## config.mk

```make
export PLATFORM = sky130hd
export DESIGN_NAME = uart_hamming_receiver_flat
export DESIGN_NICKNAME = d
export VERILOG_FILES = /design/src/rtl/uart_hamming_receiver_if.sv /design/src/rtl/uart_hamming_receiver.sv /design/src/flat_wrapper.sv
export SDC_FILE = /design/constraint.sdc
export NUM_CORES = 1
export LEC_CHECK = 0
export ABC_AREA = 1
export ABC_CLOCK_PERIOD_IN_PS = 2600
export CAP_MARGIN = 20
export CORE_MARGIN = 4
export CORE_UTILIZATION = 30
export CTS_BUF_LIST = sky130_fd_sc_hd__clkbuf_8
export DETAILED_ROUTE_END_ITERATION = 10
export GPL_TIMING_DRIVEN = 0
export HOLD_SLACK_MARGIN = 0.03
export PLACE_DENSITY = 0.43
export SLEW_MARGIN = 15
export SYNTH_ARGS = -nofsm -noshare
export SYNTH_HDL_FRONTEND = slang
export SYNTH_SLANG_ARGS = --single-unit
```

## constraint.sdc

```tcl
create_clock -name clk -period 2.6 [get_ports clk]
set_input_delay 0.78 -clock clk [delete_from_list [all_inputs] [get_ports clk]]
set_output_delay 0.78 -clock clk [all_outputs]
set_load 0.03 [all_outputs]
```

## src/rtl/uart_hamming_receiver_if.sv

```systemverilog
// rtl/uart_hamming_receiver_if.sv - serial input and decoded-result bundle for the Hamming UART receiver
interface uart_hamming_receiver_if;
  logic       rx;
  logic       ena;
  logic [3:0] data_out;
  logic       data_valid;
  logic       corrected;
  logic [2:0] syndrome;
  logic       pad_err;
  logic       frame_err;
  logic       busy;

  // Drives the line and enable, observes the decoded results
  modport master (
    output rx,
    output ena,
    input  data_out,
    input  data_valid,
    input  corrected,
    input  syndrome,
    input  pad_err,
    input  frame_err,
    input  busy
  );

  // The receiver itself
  modport slave (
    input  rx,
    input  ena,
    output data_out,
    output data_valid,
    output corrected,
    output syndrome,
    output pad_err,
    output frame_err,
    output busy
  );
endinterface

```

## src/rtl/uart_hamming_receiver.sv

```systemverilog
// rtl/uart_hamming_receiver.sv - 8N1 UART receiver with Hamming(7,4) single-error correction
module uart_hamming_receiver #(
  parameter int CLKS_PER_BIT = 16
) (
  input logic                    clk,
  input logic                    rst_n,
  uart_hamming_receiver_if.slave bus
);

  localparam int CW = (CLKS_PER_BIT > 2) ? $clog2(CLKS_PER_BIT) : 1;
  localparam logic [CW-1:0] HALF_LAST = CW'(CLKS_PER_BIT / 2 - 1);
  localparam logic [CW-1:0] FULL_LAST = CW'(CLKS_PER_BIT - 1);

  typedef enum logic [2:0] {
    IDLE,
    START,
    DATA,
    STOP,
    WAIT_HIGH
  } state_t;

  state_t        state;
  logic [CW-1:0] cnt;
  logic [2:0]    idx;
  logic [7:0]    shreg;
  logic          sync1;
  logic          rs;

  logic [3:0]    data_q;
  logic          valid_q;
  logic          corr_q;
  logic [2:0]    syn_q;
  logic          pad_q;
  logic          ferr_q;
  logic          busy_q;

  logic [6:0]    cw;
  logic [6:0]    fixed;
  logic [2:0]    syn;

  // Two-flop synchronizer; idles high so reset does not look like a start bit
  always_ff @(posedge clk or negedge rst_n) begin
    if (!rst_n) begin
      sync1 <= 1'b1;
      rs    <= 1'b1;
    end else begin
      sync1 <= bus.rx;
      rs    <= sync1;
    end
  end

  // Syndrome and single-bit correction on the captured byte; the syndrome names the bad bit position
  always_comb begin
    cw    = shreg[6:0];
    syn   = {cw[3] ^ cw[4] ^ cw[5] ^ cw[6],
             cw[1] ^ cw[2] ^ cw[5] ^ cw[6],
             cw[0] ^ cw[2] ^ cw[4] ^ cw[6]};
    fixed = cw;
    if (syn != 3'd0) begin
      fixed[syn - 3'd1] = ~cw[syn - 3'd1];
    end
  end

  // Frame FSM: mid-bit sampling, stop check, decode register and status pulses
  always_ff @(posedge clk or negedge rst_n) begin
    if (!rst_n) begin
      state   <= IDLE;
      cnt     <= '0;
      idx     <= 3'd0;
      shreg   <= 8'd0;
      data_q  <= 4'd0;
      valid_q <= 1'b0;
      corr_q  <= 1'b0;
      syn_q   <= 3'd0;
      pad_q   <= 1'b0;
      ferr_q  <= 1'b0;
      busy_q  <= 1'b0;
    end else begin
      valid_q <= 1'b0;
      ferr_q  <= 1'b0;
      case (state)
        IDLE: begin
          if (bus.ena && !rs) begin
            state  <= START;
            cnt    <= '0;
            busy_q <= 1'b1;
          end
        end
        START: begin
          if (cnt == HALF_LAST) begin
            cnt <= '0;
            if (!rs) begin
              state <= DATA;
              idx   <= 3'd0;
            end else begin
              // Glitch shorter than half a bit: drop it silently
              state  <= IDLE;
              busy_q <= 1'b0;
            end
          end else begin
            cnt <= cnt + CW'(1);
          end
        end
        DATA: begin
          if (cnt == FULL_LAST) begin
            cnt        <= '0;
            shreg[idx] <= rs;
            if (idx == 3'd7) begin
              state <= STOP;
            end else begin
              idx <= idx + 3'd1;
            end
          end else begin
            cnt <= cnt + CW'(1);
          end
        end
        STOP: begin
          if (cnt == FULL_LAST) begin
            cnt <= '0;
            if (rs) begin
              data_q  <= {fixed[6], fixed[5], fixed[4], fixed[2]};
              syn_q   <= syn;
              corr_q  <= (syn != 3'd0);
              pad_q   <= shreg[7];
              valid_q <= 1'b1;
              state   <= IDLE;
              busy_q  <= 1'b0;
            end else begin
              // Bad stop: report once, keep held outputs, wait out any break
              ferr_q <= 1'b1;
              state  <= WAIT_HIGH;
            end
          end else begin
            cnt <= cnt + CW'(1);
          end
        end
        WAIT_HIGH: begin
          if (rs) begin
            state  <= IDLE;
            busy_q <= 1'b0;
          end
        end
        default: begin
          state  <= IDLE;
          busy_q <= 1'b0;
        end
      endcase
    end
  end

  assign bus.data_out   = data_q;
  assign bus.data_valid = valid_q;
  assign bus.corrected  = corr_q;
  assign bus.syndrome   = syn_q;
  assign bus.pad_err    = pad_q;
  assign bus.frame_err  = ferr_q;
  assign bus.busy       = busy_q;

endmodule
```

## src/flat_wrapper.sv

```systemverilog
// flat-port wrapper written by rule: the top's interface ports become plain ports
module uart_hamming_receiver_flat 
#(
  parameter int CLKS_PER_BIT = 16
)
  (clk, rst_n, bus_rx, bus_ena, bus_data_out, bus_data_valid, bus_corrected, bus_syndrome, bus_pad_err, bus_frame_err, bus_busy);
  uart_hamming_receiver_if bus_i ();
  input logic clk;
  input logic rst_n;
  input wire logic [$bits(bus_i.rx)-1:0] bus_rx;
  input wire logic [$bits(bus_i.ena)-1:0] bus_ena;
  output wire logic [$bits(bus_i.data_out)-1:0] bus_data_out;
  output wire logic [$bits(bus_i.data_valid)-1:0] bus_data_valid;
  output wire logic [$bits(bus_i.corrected)-1:0] bus_corrected;
  output wire logic [$bits(bus_i.syndrome)-1:0] bus_syndrome;
  output wire logic [$bits(bus_i.pad_err)-1:0] bus_pad_err;
  output wire logic [$bits(bus_i.frame_err)-1:0] bus_frame_err;
  output wire logic [$bits(bus_i.busy)-1:0] bus_busy;
  assign bus_i.rx = bus_rx;
  assign bus_i.ena = bus_ena;
  assign bus_data_out = bus_i.data_out;
  assign bus_data_valid = bus_i.data_valid;
  assign bus_corrected = bus_i.corrected;
  assign bus_syndrome = bus_i.syndrome;
  assign bus_pad_err = bus_i.pad_err;
  assign bus_frame_err = bus_i.frame_err;
  assign bus_busy = bus_i.busy;
  uart_hamming_receiver #(.CLKS_PER_BIT(CLKS_PER_BIT)) u_core (.clk(clk), .rst_n(rst_n), .bus(bus_i));
endmodule
```

# == After elaboration in Yosys (flattened, before gate mapping) ==
# Index checks and enable logic that the tools add are counted.
# W data, S select, Z words.
# op_classes
muxes,38
n_lt_le_gt_ge,4
reduce_logical,15
n_addsub,3
n_bitwise,11
n_eq_ne,15
# op_table
cell,count
$mux W3,11
$pmux W3 S5,1
$mux W1,13
$mux W4,3
$ne A2 B1 Y1 const B,6
$pmux W4 S3,1
$xor A1 B1 Y1,9
$bwmux W8,1
$lt A3 B4 Y1 const B,2
$bwmux W7,1
$mux W7,1
$demux W1 S3,2
$eq A3 B2 Y1 const B,2
$eq A3 B3 Y1 const B,2
$ge A3 B1 Y1 const B,2
$pmux W3 S2,1
$reduce_and A6 Y1,1
$reduce_bool A3 Y1,2
$pmux W1 S5,1
$reduce_and A5 Y1,1
$add A4 B1 Y4 const B,1
$eq A4 B3 Y1 const B,1
$eq A4 B4 Y1 const B,1
$ne A2 B2 Y1 const B,2
other kinds (14),18
# totals
inputBits,4
out_inout_bits,12
wordCells,99
reg_bits,32

# == Logic depth before layout (Yosys ltp) ==
# depth
ltp_word,10
depth_mapped,12
depth_no_buf,12

# == Least setup slack after synthesis ==
# OpenSTA, ideal clock, no wires.
# synth_timing
kind,register -> register
startpoint,reg u_core.shreg[4]
endpoint,"reg u_core.data_q[2], in the netlist u_core.bus.data_out[2]"
path_slack_ps,375
t_arrival_ps,2108
required_time_ps,2483
path_buffers,0
period_less_slack_ps,2225
path_stages_with_launch,12
path_cell_list,dfrtp_1 xnor2_1 xor2_1 ha_1 ha_1 ha_1 inv_1 nand2_1 nor3_1 nand3_1 nand2_1 nand2_1
# synth_between
elab_chain_len,10
elab_cells_between_ends,17
classes_between,1 x add/sub; 2 x order compare; 6 x mux; 6 x bitwise; 2 x reduce/logical
# synth_lines
element,line_no,rtl
"start, declared",uart_hamming_receiver.sv:25,logic [7:0] shreg;
"start signal, assigned by index",uart_hamming_receiver.sv:107,shreg[idx] <= rs;
$xor A1 B1 Y1 (3 in a row),uart_hamming_receiver.sv:55,"syn = {cw[3] ^ cw[4] ^ cw[5] ^ cw[6],"
$sub A3 B1 Y3,uart_hamming_receiver.sv:60,fixed[syn - 3'd1] = ~cw[syn - 3'd1];
$lt A3 B4 Y1 (implied by the code) / $ge A3 B1 Y1 (equally long branches),uart_hamming_receiver.sv:60,
$logic_and A1 B1 Y1 (implied by the code),uart_hamming_receiver.sv:60,
$mux W1 (implied by the code),uart_hamming_receiver.sv:60,
$demux W1 S3,-,
$bwmux W7,uart_hamming_receiver.sv:60,
$mux W7 *,uart_hamming_receiver.sv:59,if (syn != 3'd0) begin
"end signal, assigned",uart_hamming_receiver.sv:121,"data_q <= {fixed[6], fixed[5], fixed[4], fixed[2]};"
"end, declared",uart_hamming_receiver.sv:29,logic [3:0] data_q;
# Every way passes the cells marked *; elsewhere a longest branch is shown, timed or not. The select of a mux whose other input is x is not followed.
# A chain may end at the register's enable or synchronous reset.

# == Worst setup path in the final report ==
# layout_timing
startpoint,reg u_core.shreg[4]
endpoint,"reg u_core.data_q[1], in the netlist u_core.bus.data_out[1]"
# Same word-level chain as after synthesis.

==> parameters.txt <==
Parameter                              Value

Setup path
  Arrival @ worst endpoint    2.55 ns
  FF-to-FF path depth    11
  Classification of the worst setup path    reg2reg
  Startpoint type of the worst setup path    flop
  Startpoint of the lowest-slack register-to-register path    u_core.shreg[4]
  Maximum fanout along the worst path    6
  Setup slack of the most critical reg-to-reg path    0.22 ns
  Critical Path End Type    flop
  Crit path required time    2.78 ns
  Crit Reg-Reg Endpoint    u_core.bus.data_out[1]

STA
  Part of the cycle the worst path needs    91.4%
  Worst clock skew    0.0113 ns
  Worst slew margin    72.9%
  Max Clk Rate    421 MHz
  Smallest setup slack after layout    0.224 ns
  Worst hold-check slack    between 0.3 and 0.4 ns
  Final Critical Period    2.38 ns
  Final count of negative-setup-slack endpoints    0
  Worst slew pin tran    0.407 ns
  Post-route setup TNS    0 ns
  Final hold viol count    0
  Final count of pins violating max slew    0

Cells and area
  Syn-to-layout area delta    21.1%
  End-of-flow core utilization    37.8%
  Filler Cell Count    roughly 640
  ANT cells    0
  # nets final    270
  Layout Cells excl Fill    336
  Layout cell share with drive strength beyond 1    14.6%

Run
  Maximum Capacitance Violations    0

Floorplan
  Die X    86.9 µm
  Floorplan core area    0.00599 mm²
  I/O pins    16
  Die Y    86.9 µm
  Effective utilization at floorplan    approximately 31%
  Total number of placement rows    28
  Die Footprint    0.00756 mm²

GRT
  Number of global-route vias before repair    1424
  Number of antenna violations at the first check in global routing    0
  Grt ovf    0
  Total routing usage reported by global routing    a little under an eighth
  Global-route wire length before repair    slightly below 7000 µm
  Pin count of the biggest net entering global routing    23

Clock tree
  Inserted Clock Buffers    5
  CTS tree    done
  Maximum clock insertion buffer count    2
  Clock latency on the worst-skew pair    0.28 ns
  Hold-fix buffer count after cts    0
  Clk slew on worst S/H paths    0.07 ns
  Number of levels in the clock H-tree    2
  TritonCTS sink count    32
  Post-CTS Setup Repair Bufs    0
  Number of gates resized after CTS    0
  Clock tree root driver cell    sky130_fd_sc_hd__clkbuf_8

Place
  HPWL after detailed placement    2920 µm
  Setup slack at placement    0.158 ns
  Port-buffer cells    15
  Placer's final routability congestion estimate    0.824
  Post-placement cell count    328

Yosys
  Share of synthesized area occupied by flip-flops and latches    43.0%
  Xor/xnor share of the synthesized area    about 4.2%
  Adder-cell area share of the yosys netlist    4.02%
  Synthesized instance count    237
  Total nets after synthesis    approximately 250
  Compound-Gate Fraction of Synth Area    7.16%
  Synth cell types    27
  Total standard cell area after synthesis    0.00187 mm²
  Post-Synth Simple-Gate Area    35.2%
  Yosys warnings    0
  Yosys reg bits    32
  Multiplexer fraction of the synthesized cell area    0%
  Post-Syn Area per Cell    a little under 8 µm²
  Combinational family with the most area after synthesis    simple AND/OR/NAND/NOR gates

Drt
  Overall via count from detail_route    roughly 1.5k
  Via density per instance    4.47
  Number of DRC markers after the initial detailed-route iteration    99
  Antenna-violating nets left    0
  Residual DRC    0
  First-pass iteration count of the detailed router    4
  Overall routed net length    3910 µm
  Routed wire length per instance    11.6 µm

Pwr
  Lkg Pwr    roughly 1.1 nW
  Peak supply drop    a little over 0.3 mV
  Power density over the cells    around 800 mW/mm²

Hold path
  Type of the tightest min-delay check    in2async

Run status
  Outcome    complete, no violations
cell usage after synthesis:
cell	number	area, µm²
sky130_fd_sc_hd__nand4_1	2	12.5
sky130_fd_sc_hd__nor2_2	3	18.8
sky130_fd_sc_hd__nand3_4	1	17.5
sky130_fd_sc_hd__a21oi_4	1	16.3
sky130_fd_sc_hd__nor3_1	5	25.0
sky130_fd_sc_hd__o21ai_0	7	35.0
sky130_fd_sc_hd__nand2_2	3	18.8
sky130_fd_sc_hd__nand3_2	2	20.0
sky130_fd_sc_hd__xor2_1	3	26.3
sky130_fd_sc_hd__nor2_4	2	22.5
sky130_fd_sc_hd__dfstp_2	2	52.6
sky130_fd_sc_hd__nand3_1	24	120
sky130_fd_sc_hd__nand2_4	1	11.3
sky130_fd_sc_hd__buf_6	2	22.5
sky130_fd_sc_hd__buf_4	1	7.51
sky130_fd_sc_hd__nor2_8	1	20.0
sky130_fd_sc_hd__nand2_1	68	255
sky130_fd_sc_hd__inv_1	20	75.1
sky130_fd_sc_hd__nor2_1	25	93.8
sky130_fd_sc_hd__dfrtp_1	30	751
sky130_fd_sc_hd__o21ai_1	9	45.0
sky130_fd_sc_hd__a21oi_1	4	20.0
sky130_fd_sc_hd__o21ai_2	2	17.5
sky130_fd_sc_hd__ha_1	6	75.1
sky130_fd_sc_hd__nand3b_1	3	22.5
sky130_fd_sc_hd__xnor2_1	6	52.6
sky130_fd_sc_hd__inv_2	4	15.0
flip-flops by register name, summed over array words and instances, names as in the netlist:
signal,cells
u_core.bus.pad_err,1
u_core.cnt,4
u_core.bus.data_out,4
u_core.bus.busy,1
u_core.bus.data_valid,1
u_core.bus.corrected,1
u_core.bus.syndrome,3
u_core.sync1,1
u_core.idx,3
u_core.state,3
u_core.rs,1
u_core.bus.frame_err,1
u_core.shreg,8
worst max-delay path, cell delays in order (launching register included):
cell	delay [ns]
sky130_fd_sc_hd__dfrtp_2	0.45
sky130_fd_sc_hd__xnor2_1	0.18
sky130_fd_sc_hd__xor2_1	0.18
sky130_fd_sc_hd__ha_2	0.34
sky130_fd_sc_hd__ha_1	0.22
sky130_fd_sc_hd__ha_1	0.34
sky130_fd_sc_hd__inv_1	0.12
sky130_fd_sc_hd__nand2_1	0.09
sky130_fd_sc_hd__nor2_1	0.15
sky130_fd_sc_hd__nand3_1	0.09
sky130_fd_sc_hd__nand2_1	0.08
sky130_fd_sc_hd__nand2_1	0.05
cells in the final DEF (no fill, tap or decap), types with 2 or more instances in the layout:
cell type	Yosys	final
sky130_fd_sc_hd__nand2_1	68	68
sky130_fd_sc_hd__dfrtp_1	30	29
sky130_fd_sc_hd__nor2_1	25	25
sky130_fd_sc_hd__nand3_1	24	24
sky130_fd_sc_hd__inv_1	20	20
sky130_fd_sc_hd__clkdlybuf4s50_1	0	14
sky130_fd_sc_hd__o21ai_1	9	9
sky130_fd_sc_hd__o21ai_0	7	7
sky130_fd_sc_hd__clkbuf_8	0	7
sky130_fd_sc_hd__xnor2_1	6	6
sky130_fd_sc_hd__ha_1	6	5
sky130_fd_sc_hd__nor3_1	5	4
sky130_fd_sc_hd__inv_2	4	4
sky130_fd_sc_hd__a21oi_1	4	4
sky130_fd_sc_hd__xor2_1	3	3
sky130_fd_sc_hd__nor2_2	3	3
sky130_fd_sc_hd__nand3b_1	3	3
sky130_fd_sc_hd__nand2_2	3	3
sky130_fd_sc_hd__nand3_2	2	2
sky130_fd_sc_hd__buf_6	2	2
sky130_fd_sc_hd__o21ai_2	2	2
sky130_fd_sc_hd__nor2_4	2	2
sky130_fd_sc_hd__nand4_1	2	2
sky130_fd_sc_hd__dfstp_2	2	2
area by class of cell:
cell class | count | area, µm² | area share, %
flip-flops and latches | 32 | 805 | 35.5
repair buffers | 16 | 165 | 7.30
inverters | 24 | 90.1 | 3.98
clock buffers | 7 | 96.3 | 4.26
clock inverters | 1 | 30.0 | 1.33
multi-input cells | 178 | 953 | 42.1
well taps | 75 | 93.8 | 4.15
plain buffers | 3 | 30.0 | 1.33
per-layer routing:
layer / GRT usage (%) / vias up / wire length, µm
met5: 0 / - / 0
met4: 4.67 / 0 / 65
met3: 2.84 / 8 / 164
met2: 16.1 / 18 / 1500
met1: 17.0 / 662 / 2180
li1: - / 814 / -
stage by stage:
| stage | area (µm²) | power (mW) |
|---|---|---|
| final | 2260 | 1.77 |
| after global routing | 2260 | 1.91 |
| after CTS | 2250 | 1.80 |
| after detailed placement | 2130 | 1.26 |
| after global placement | 2110 | 1.27 |
| after floorplan | 1870 | 1.11 |
power breakdown:
part | leakage (nW) | total (mW) | internal [mW] | switching, mW
clock network | 0.0645 | 0.527 | 0.338 | 0.189
registers | 0.429 | 0.630 | 0.562 | 0.0680
logic | 0.565 | 0.617 | 0.214 | 0.403
total | 1.06 | 1.77 | 1.12 | 0.659
cells by family after synthesis:
logic type / count (synthesis)
DFF: 32
AOI/OAI and AO/OA: 23
xor gates and xnor gates: 9
buffers and inverters: 27
adders and majority gates: 6
and+or+nand+nor: 140
worst max-delay path by stage:
stage                                from                      to  cells after the start
after floorplan           u_core.shreg[4]  u_core.bus.data_out[2]                     11
after global placement              rst_n  u_core.bus.data_out[0]                      1
after detailed placement  u_core.shreg[4]  u_core.bus.data_out[2]                     11
after CTS                 u_core.shreg[4]  u_core.bus.data_out[2]                     11
after global routing      u_core.shreg[4]  u_core.bus.data_out[1]                     12
final                     u_core.shreg[4]  u_core.bus.data_out[1]                     11
Note: power is estimated with default switching activity, not from simulation.
